File: src/rtl/tcdm_bank_responder_pkg.sv
// Shared types for the TCDM bank responder: payload layout, AMO opcodes, FSM states.
package tcdm_bank_responder_pkg;

  localparam int unsigned DataWidth        = 32;
  localparam int unsigned BeWidth          = DataWidth / 8;
  localparam int unsigned TCDMAddrMemWidth = 8;
  localparam int unsigned ReorderIdWidth   = 4;
  localparam int unsigned CoreIdWidth      = 4;
  localparam int unsigned AmoWidth         = 4;

  typedef logic [DataWidth-1:0]        data_t;
  typedef logic [BeWidth-1:0]          strb_t;
  typedef logic [TCDMAddrMemWidth-1:0] bank_addr_t;
  typedef logic [AmoWidth-1:0]         amo_t;
  typedef logic [ReorderIdWidth-1:0]   reorder_id_t;
  typedef logic [CoreIdWidth-1:0]      core_id_t;

  typedef enum logic [AmoWidth-1:0] {
    AMONone = 4'd0,
    AMOSwap = 4'd1,
    AMOAdd  = 4'd2,
    AMOAnd  = 4'd3,
    AMOOr   = 4'd4,
    AMOXor  = 4'd5,
    AMOMax  = 4'd6,
    AMOMaxu = 4'd7,
    AMOMin  = 4'd8,
    AMOMinu = 4'd9
  } amo_e;

  typedef struct packed {
    reorder_id_t reorder_id;
    core_id_t    core_id;
    amo_t        amo;
    data_t       data;
  } tcdm_payload_t;

  localparam int unsigned PayloadWidth = $bits(tcdm_payload_t);

  typedef enum logic {
    StIdle  = 1'b0,
    StAmoWb = 1'b1
  } state_e;

  // Unused opcodes (10..15) behave as a plain load/store.
  function automatic amo_e amo_decode(input amo_t raw);
    return (raw > amo_t'(AMOMinu)) ? AMONone : amo_e'(raw);
  endfunction

endpackage

File: src/rtl/tcdm_bank_responder_amo_alu.sv
// Combinational AMO datapath: produces the value written back after a read-modify-write.
module tcdm_bank_responder_amo_alu
  import tcdm_bank_responder_pkg::*;
(
  input  logic [AmoWidth-1:0]  amo_i,
  input  logic [DataWidth-1:0] old_i,
  input  logic [DataWidth-1:0] operand_i,
  output logic [DataWidth-1:0] new_o
);

  // Select the new memory word; unknown opcodes leave memory unchanged.
  always_comb begin
    new_o = old_i;
    case (amo_e'(amo_i))
      AMOSwap: new_o = operand_i;
      AMOAdd:  new_o = old_i + operand_i;
      AMOAnd:  new_o = old_i & operand_i;
      AMOOr:   new_o = old_i | operand_i;
      AMOXor:  new_o = old_i ^ operand_i;
      AMOMax:  new_o = ($signed(old_i) > $signed(operand_i)) ? old_i : operand_i;
      AMOMaxu: new_o = (old_i > operand_i) ? old_i : operand_i;
      AMOMin:  new_o = ($signed(old_i) < $signed(operand_i)) ? old_i : operand_i;
      AMOMinu: new_o = (old_i < operand_i) ? old_i : operand_i;
      default: new_o = old_i;
    endcase
  end

endmodule

File: src/rtl/tcdm_bank_responder.sv
// Bank-side TCDM responder: drives a 1-cycle SRAM, runs AMOs as read/write pairs and
// returns one in-order response per request through a fall-through response FIFO.
module tcdm_bank_responder
  import tcdm_bank_responder_pkg::*;
#(
  parameter int unsigned NumRespEntries = 2,
  parameter int unsigned AddrMemWidth   = TCDMAddrMemWidth
) (
  input  logic                    clk_i,
  input  logic                    rst_i,
  input  logic                    req_valid_i,
  output logic                    req_ready_o,
  input  logic [AddrMemWidth-1:0] req_addr_i,
  input  logic                    req_wen_i,
  input  logic [BeWidth-1:0]      req_be_i,
  input  logic [PayloadWidth-1:0] req_payload_i,
  output logic                    resp_valid_o,
  input  logic                    resp_ready_i,
  output logic [PayloadWidth-1:0] resp_payload_o,
  output logic                    mem_req_o,
  output logic                    mem_we_o,
  output logic [AddrMemWidth-1:0] mem_addr_o,
  output logic [DataWidth-1:0]    mem_wdata_o,
  output logic [BeWidth-1:0]      mem_be_o,
  input  logic [DataWidth-1:0]    mem_rdata_i
);

  localparam int unsigned PtrWidth = (NumRespEntries > 1) ? $clog2(NumRespEntries) : 1;
  localparam int unsigned CntWidth = $clog2(NumRespEntries + 1);

  tcdm_payload_t req_pl;
  amo_e          req_amo;
  assign req_pl  = tcdm_payload_t'(req_payload_i);
  assign req_amo = amo_decode(req_pl.amo);

  state_e                  state_q, state_d;
  logic                    inflight_q;
  logic                    is_store_q;
  reorder_id_t             rid_q;
  core_id_t                cid_q;
  amo_e                    amo_q;
  data_t                   operand_q;
  logic [AddrMemWidth-1:0] addr_q;
  data_t                   amo_new;

  tcdm_payload_t           fifo_q [NumRespEntries];
  logic [PtrWidth-1:0]     wr_ptr_q, rd_ptr_q;
  logic [CntWidth-1:0]     count_q;

  logic          accept, push, pop, fifo_empty, pop_stored, write_entry;
  tcdm_payload_t push_pl;

  // Reserve a FIFO slot for every access still waiting on SRAM data, so pushes never overflow.
  assign req_ready_o = !rst_i && (state_q == StIdle) &&
                       ((32'(count_q) + 32'(inflight_q)) < NumRespEntries);
  assign accept      = req_valid_i && req_ready_o;

  tcdm_bank_responder_amo_alu i_amo_alu (
    .amo_i     (amo_q),
    .old_i     (mem_rdata_i),
    .operand_i (operand_q),
    .new_o     (amo_new)
  );

  // FSM state register.
  always_ff @(posedge clk_i) begin
    if (rst_i) state_q <= StIdle;
    else       state_q <= state_d;
  end

  // FSM next state: an accepted AMO spends exactly one cycle in write-back.
  always_comb begin
    state_d = state_q;
    case (state_q)
      StIdle:  if (accept && (req_amo != AMONone)) state_d = StAmoWb;
      StAmoWb: state_d = StIdle;
      default: state_d = StIdle;
    endcase
  end

  // FSM outputs: SRAM strobe for new requests, or the AMO write-back (dropped under reset).
  always_comb begin
    mem_req_o   = 1'b0;
    mem_we_o    = 1'b0;
    mem_addr_o  = req_addr_i;
    mem_wdata_o = req_pl.data;
    mem_be_o    = '1;
    case (state_q)
      StIdle: begin
        if (accept) begin
          mem_req_o = 1'b1;
          if ((req_amo == AMONone) && req_wen_i) begin
            mem_we_o = 1'b1;
            mem_be_o = req_be_i;
          end
        end
      end
      StAmoWb: begin
        if (!rst_i) begin
          mem_req_o   = 1'b1;
          mem_we_o    = 1'b1;
          mem_addr_o  = addr_q;
          mem_wdata_o = amo_new;
        end
      end
      default: ;
    endcase
  end

  // In-flight flag: the SRAM result of an accepted access arrives next cycle.
  always_ff @(posedge clk_i) begin
    if (rst_i) inflight_q <= 1'b0;
    else       inflight_q <= accept;
  end

  // Capture request metadata and AMO operands at acceptance.
  always_ff @(posedge clk_i) begin
    if (accept) begin
      is_store_q <= (req_amo == AMONone) && req_wen_i;
      rid_q      <= req_pl.reorder_id;
      cid_q      <= req_pl.core_id;
      amo_q      <= req_amo;
      operand_q  <= req_pl.data;
      addr_q     <= req_addr_i;
    end
  end

  // Response for the access issued last cycle: stores return zero, loads/AMOs the read word.
  assign push            = inflight_q && !rst_i;
  assign push_pl.reorder_id = rid_q;
  assign push_pl.core_id    = cid_q;
  assign push_pl.amo        = '0;
  assign push_pl.data       = is_store_q ? '0 : mem_rdata_i;

  // Fall-through FIFO: an empty FIFO presents the incoming push directly.
  assign fifo_empty     = (count_q == '0);
  assign resp_valid_o   = !rst_i && (!fifo_empty || push);
  assign resp_payload_o = fifo_empty ? push_pl : fifo_q[rd_ptr_q];
  assign pop            = resp_valid_o && resp_ready_i;
  assign pop_stored     = pop && !fifo_empty;
  assign write_entry    = push && !(fifo_empty && pop);

  // FIFO pointers and occupancy; reset flushes all queued responses.
  always_ff @(posedge clk_i) begin
    if (rst_i) begin
      wr_ptr_q <= '0;
      rd_ptr_q <= '0;
      count_q  <= '0;
    end else begin
      if (write_entry)
        wr_ptr_q <= (wr_ptr_q == PtrWidth'(NumRespEntries - 1)) ? '0 : wr_ptr_q + PtrWidth'(1);
      if (pop_stored)
        rd_ptr_q <= (rd_ptr_q == PtrWidth'(NumRespEntries - 1)) ? '0 : rd_ptr_q + PtrWidth'(1);
      count_q <= count_q + CntWidth'(write_entry) - CntWidth'(pop_stored);
    end
  end

  // FIFO storage.
  always_ff @(posedge clk_i) begin
    if (write_entry) fifo_q[wr_ptr_q] <= push_pl;
  end

endmodule

File: config.mk
export PLATFORM = sky130hd
export DESIGN_NAME = tcdm_bank_responder
export DESIGN_NICKNAME = d
export VERILOG_FILES = /design/src/rtl/tcdm_bank_responder_pkg.sv /design/src/rtl/tcdm_bank_responder_amo_alu.sv /design/src/rtl/tcdm_bank_responder.sv
export SDC_FILE = /design/constraint.sdc
export NUM_CORES = 1
export LEC_CHECK = 0
export ABC_AREA = 1
export CAP_MARGIN = 20
export CORE_MARGIN = 1.5
export CORE_UTILIZATION = 40
export CTS_CLUSTER_DIAMETER = 30
export DETAILED_ROUTE_END_ITERATION = 8
export DONT_BUFFER_PORTS = 1
export PLACE_DENSITY = 0.53
export SKIP_LAST_GASP = 1
export SLEW_MARGIN = 20
export SYNTH_ARGS = -nofsm -noshare
export SYNTH_HDL_FRONTEND = slang
export SYNTH_SLANG_ARGS = --single-unit
File: constraint.sdc
create_clock -name clk_i -period 3.3 [get_ports clk_i]
set_clock_uncertainty 0.2 [all_clocks]
set_input_delay 0.66 -clock clk_i [delete_from_list [all_inputs] [get_ports clk_i]]
set_output_delay 0.66 -clock clk_i [all_outputs]
set_load 0.02 [all_outputs]
# Word-level counts from Yosys, hierarchy flattened
# Memories as Yosys holds them, arrays and structs flattened. A register that Yosys moved wholly into a read port is not among the register bits.
# Index checks and enable logic that the tools add are counted.
# totals
reg_bits	59
ramBits	80
inputBits	93
output_inout_bits	92
mem_count	1
# classes
n_addsub	6
n_lt_le_gt_ge	6
n_eq_ne	9
muxes	29
bitwise_logic	4
reduce_logical	18
# mem_list
memory	words	width	rd	rd_ports_with_merged_regs	wr	line_no	rtl
fifo_q	2	40	1	1	1	tcdm_bank_responder.sv:46	tcdm_payload_t fifo_q [NumRespEntries];
# op_table
operator	n
32-bit case mux with 9 select lines	1
32-bit two-way mux	7
32-bit greater-than comparator	2
32-bit < comparator	2
44-bit two-way mux	1
32-bit adder	1
32-bit AND	1
32-bit bitwise OR	1
32-bit bitwise XOR	1
4-bit by 3-bit equality test with 1-bit output (second input constant)	4
4-bit two-way mux	4
8-bit two-way mux	2
1-bit logical AND	11
1-bit two-way mux	11
4-bit by 2-bit equality test with 1-bit output (second input constant)	2
4-bit equality test (second input constant)	2
1-bit case mux with 2 select lines	3
4-bit by 1-bit equality test with 1-bit output (second input constant)	1
4-bit greater-than comparator (second input constant)	1
4-bit logical NOT	1
4-bit nonzero test	1
2-bit by 1-bit adder with 3-bit output	1
1-bit logical NOT	3
3-bit by 2-bit < comparator with 1-bit output (second input constant)	1
6 further kinds	7

# Depth between registers and ports, before layout
# logic_depth
word_depth	10
depth_mapped	22

# Hierarchy
# A second synthesis with hierarchy kept.
# hier_totals
hier_cells	1835
area_unflattened_um2	13096.3
# modules_own_cells
mod	n_inst	cells_per_inst	area_each_um2
tcdm_bank_responder_amo_alu	1	1336	6885.4
tcdm_bank_responder	1	499	6211.0

# Least setup slack after synthesis
# Ideal clock, no wire load.
# synth_path
path_type	input-to-reg
startpoint	input port rst_i
endpoint	register addr_q[0] (enable)
arrival_ps	3489
required_time_ps	2693
path_slack_ps	-797
stages	4
cell_sequence	clkbuf_1 -> a2111oi_0 -> nand2_1 -> inv_1
# synth_between
elab_chain_len	4
# synth_rtl
element	line_no	rtl
start: declaration	tcdm_bank_responder.sv:10	input logic rst_i,
1-bit logical NOT	tcdm_bank_responder.sv:54	assign req_ready_o = !rst_i && (state_q == StIdle) &&
1-bit logical AND (2 in series)	tcdm_bank_responder.sv:54	
named net req_ready_o	tcdm_bank_responder.sv:12	output logic req_ready_o,
1-bit logical AND	tcdm_bank_responder.sv:56	assign accept = req_valid_i && req_ready_o;
named net accept	tcdm_bank_responder.sv:50	logic accept, push, pop, fifo_empty, pop_stored, write_entry;
end signal: assignment	tcdm_bank_responder.sv:124	addr_q <= req_addr_i;
end: declaration	tcdm_bank_responder.sv:43	logic [AddrMemWidth-1:0] addr_q;
# The timed path passes the listed nets, and every way through them passes these cells.
# A chain may end at the register's enable or synchronous reset.

# Final worst setup path
# layout_path
startpoint	register operand_q[1]
endpoint	output port mem_wdata_o[1]
# layout_between
elab_chain_len	5
elab_cells_between_ends	15
# layout_rtl
element	line_no	rtl
start: declaration	tcdm_bank_responder.sv:42	data_t operand_q;
start signal: assignment	tcdm_bank_responder.sv:123	operand_q <= req_pl.data;
32-bit < comparator (tied with other cells)	tcdm_bank_responder_amo_alu.sv:23	AMOMinu: new_o = (old_i < operand_i) ? old_i : operand_i;
32-bit two-way mux, on equally long branches	--	
32-bit case mux with 9 select lines (*)	tcdm_bank_responder_amo_alu.sv:14	case (amo_e'(amo_i))
32-bit two-way mux (*)	tcdm_bank_responder.sv:99	if (!rst_i) begin
32-bit two-way mux (*)	tcdm_bank_responder.sv:88	case (state_q)
end: declaration	tcdm_bank_responder.sv:23	output logic [DataWidth-1:0] mem_wdata_o,
# Every way passes the cells marked *; elsewhere a longest branch is shown, timed or not.

==> results.toml <==
[yosys]
synth_enable_flop_cells = 133
synth_seq_cells = 140
post_synth_instance_area_um2 = 12700
post_synthesis_area_per_instance_um2 = 6.65
synth_sequential_area_ratio = 0.325
most_frequently_used_flop_master_after_synthesis = "sky130_fd_sc_hd__edfxtp_1"
synth-warning-count = 0
postSynth.asyncResetShare = 0
yosysUniqueCellTypes = 43
synthesis.instances = 1910

[power]
irDropWorstVdd_v = 0.000360
int_pwr_mw = 3.97
clkPwrFrac = 0.301
p_leak_nw = 7.89
pwr-share-comb = 0.380
total_power_mw = 6.41
share_seq_of_total_power = 0.319
p_sw_mw = 2.45
power_density_nw_per_um2 = 372
p_sw_frac = 0.381

[sta]
min_period_over_period = 1.22
grt_setup_unrepaired = "yes"
hold_slack_ns = 0.0802
final_critical_delay_including_setup_and_external_delays_ns = 4.02
setup_slack_ns = -0.722
timing.max_slew.rel_slack = 0.533
tns_ns = -19.36
finalSetupViolCount = 32
finalMaxSlewViolations = 0
maxClockFrequency_mhz = 249
timing_hold_violations_final = 0
worst_pin_slew_ns = 0.700

[run_status]
status = "complete, but fails checks"
violations = "negative setup slack"

[layout]
mostFrequentLayoutCells = "495 x sky130_fd_sc_hd__nand2_1, 308 x sky130_fd_sc_hd__buf_4, 240 x sky130_fd_sc_hd__nand3_1"
diodes = 0
mostFrequentLayoutCell = "sky130_fd_sc_hd__nand2_1"
area_delta_synth_final_pct = 35.8
final_layout_size_suffix_gt1_frac = 0.264
nNetsFinal = 2376
instances_no_fill = 2599
fill_cells = 3046

[critical_path]
worstPathMaxFanout = 5
critical_path.endpoint_type = "output pin"
path_class = "reg -> out"
crit_path_start_kind = "flop"
critical_path_required_ns = 2.44
crit_path_arrival_time_ns = 3.16

[cts]
ctsHtreeMaxLevel = 4
clock_sink_count = 140
ctsRootBufferMaster = "sky130_fd_sc_hd__clkbuf_16"
numCtsBuffers = 17
worst_setup_hold_path_clk_slew_ns = 0.07
cts_tree = "built"
cts-root-to-sink-buffers = 2
clkLatencyLatePin_ns = 0.44

[drt]
dr_total_vias = 14300
antenna_left = 0
routed_wl_um = 51500
drt_pass1_iterations = 5
detail_route.iter0.violations = 1122
post_drt_wl_per_cell_um = 19.8
detail_route.vias_per_cell = 5.51
remaining_drc_errors = 0

[place]
detailed_place_hpwl_um = 37400
gp_congestion = 0.968
dp_cells = 2533
io_buffers = 0

[grt]
grt_overflow = 0
grt_start_max_net_pins = 46
grt_antenna_before_repair = 0
global_route.usage.total = 0.308
grt_pass1_vias = 13600
wire_length_of_the_first_global_routing_pass_um = 77800

[floorplanning]
floorplan.initialDensity = 0.405
die_x_um = 181
placement_rows = 65
dieHeight_um = 181
num_io_pins = 185
die_area_um2 = 32800
core_footprint_um2 = 31400

[worst_hold_path]
timing.hold.worst.class = "in -> reg"

[run]
drv.max_cap_violation_count = 0
==> cell type report <==
cell class                 instances  area (um2)  share of cell area
inverter                         183         703              0.0407
sequential                       140        4130               0.240
multi-input combinational       1492        8330               0.482
clock inverter                    15         151             0.00877
tap                              402         503              0.0291
timing repair buffer             350        3020               0.175
clock buffer                      17         425              0.0246
==> path summary, 6_finish.rpt <==
path | slack [ns] | to | startpoint | cells after the start
setup / recovery | -0.72 | mem_wdata_o[1] | operand_q[1] | 22
hold / removal | 0.08 | count_q[0] | rst_i | 1
setup reg to reg | 1.05 | count_q[1] | count_q[1] | 11
hold reg to reg | 0.28 | fifo_q[1][34] | cid_q[2] | 0
==> through the flow <==
step / util / instance area, um2 / setup slack (ns)
2_1_floorplan: - / 13000 / -0.200
3_3_place_gp: 0.498 / 15600 / -0.629
3_5_place_dp: 0.498 / 15600 / -0.658
4_1_cts: 0.537 / 16900 / -0.621
5_1_grt: 0.550 / 17300 / -0.783
6_report: 0.550 / 17300 / -0.722
==> cells by family (layout without fill, tap and decap cells) <==
family / Yosys count / in the layout / synth area share
xor+xnor: 1 / 1 / 0.000689
simple gates: 1109 / 1109 / 0.362
compound gates: 279 / 279 / 0.127
buf+inv: 281 / 565 / 0.0866
flops: 140 / 140 / 0.325
fa+ha+maj: 99 / 99 / 0.0981
other cells: 1 / 4 / 0.000295
==> synth_stat cells (3+ instances only) <==
library cell,n,area [um2]
sky130_fd_sc_hd__a2111oi_0,4,35.0
sky130_fd_sc_hd__a211oi_1,5,37.5
sky130_fd_sc_hd__a21oi_1,118,591
sky130_fd_sc_hd__a221oi_1,14,123
sky130_fd_sc_hd__a31oi_1,33,206
sky130_fd_sc_hd__buf_1,11,41.3
sky130_fd_sc_hd__buf_2,21,105
sky130_fd_sc_hd__buf_4,5,37.5
sky130_fd_sc_hd__clkbuf_1,60,225
sky130_fd_sc_hd__dfxtp_1,7,140
sky130_fd_sc_hd__edfxtp_1,133,3990
sky130_fd_sc_hd__ha_1,98,1230
sky130_fd_sc_hd__inv_1,177,664
sky130_fd_sc_hd__inv_2,5,18.8
sky130_fd_sc_hd__nand2_1,558,2090
sky130_fd_sc_hd__nand3_1,252,1260
sky130_fd_sc_hd__nand3b_1,3,22.5
sky130_fd_sc_hd__nand4_1,12,75.1
sky130_fd_sc_hd__nor2_1,244,916
sky130_fd_sc_hd__nor3_1,19,95.1
sky130_fd_sc_hd__nor3b_1,5,37.5
sky130_fd_sc_hd__nor4_1,6,37.5
sky130_fd_sc_hd__o2111ai_1,4,35.0
sky130_fd_sc_hd__o211ai_1,7,52.6
sky130_fd_sc_hd__o21ai_0,65,325
sky130_fd_sc_hd__o21bai_1,5,37.5
sky130_fd_sc_hd__o22ai_1,14,87.6
sky130_fd_sc_hd__or2_2,4,25.0
==> registers in the layout, summed over array words and instances (netlist names), named ones only <==
name        cells
fifo_q         80
operand_q      32
addr_q          8
amo_q           4
cid_q           4
rid_q           4
count_q         2
inflight_q      1
is_store_q      1
rd_ptr_q        1
state_q         1
wr_ptr_q        1
==> critical path: stages (launching register included) <==
cell	delay [ns]
sky130_fd_sc_hd__edfxtp_1	0.50
sky130_fd_sc_hd__inv_2	0.10
sky130_fd_sc_hd__buf_6	0.13
sky130_fd_sc_hd__ha_4	0.14
sky130_fd_sc_hd__inv_2	0.04
sky130_fd_sc_hd__o21ai_2	0.05
sky130_fd_sc_hd__nand2_1	0.07
sky130_fd_sc_hd__nand2_1	0.05
sky130_fd_sc_hd__nand2_1	0.07
sky130_fd_sc_hd__nand2_2	0.06
sky130_fd_sc_hd__nand2_2	0.07
sky130_fd_sc_hd__nand2_2	0.07
sky130_fd_sc_hd__nand2_4	0.10
sky130_fd_sc_hd__nand2_8	0.08
sky130_fd_sc_hd__buf_12	0.16
sky130_fd_sc_hd__buf_16	0.14
sky130_fd_sc_hd__buf_6	0.11
sky130_fd_sc_hd__a21oi_2	0.11
sky130_fd_sc_hd__nor2_1	0.05
sky130_fd_sc_hd__nor2_1	0.17
sky130_fd_sc_hd__nand3_1	0.10
sky130_fd_sc_hd__o21bai_1	0.19
sky130_fd_sc_hd__nand2_2	0.13
==> routing by layer <==
metal  part of all wire  global-route usage  up-vias
met1               0.45               0.418     6700
li1                   -                   -     6943
met2               0.44               0.482      578
met3              0.076              0.0556       88
met5                  0                   0        -
met4              0.033               0.128        0
==> power by group through the flow <==
stage | clock network (mW) | logic [mW] | registers, mW
finish | 1.93 | 2.44 | 2.04
global route | 2.03 | 2.62 | 2.05
CTS | 1.98 | 2.32 | 2.04
detailed placement | 0 | 2.12 | 2.08
global placement | 0 | 2.12 | 2.08
floorplan | 0 | 1.28 | 2.08
==> repair_timing <==
item,CTS,global route
cloned,4,1
endpoints found under the setup margin,32,32
pin swaps,33,82
resized for setup,113,86
setup buffers,19,11
hold buffers,0,0
Power figures use the tool's default switching activity.
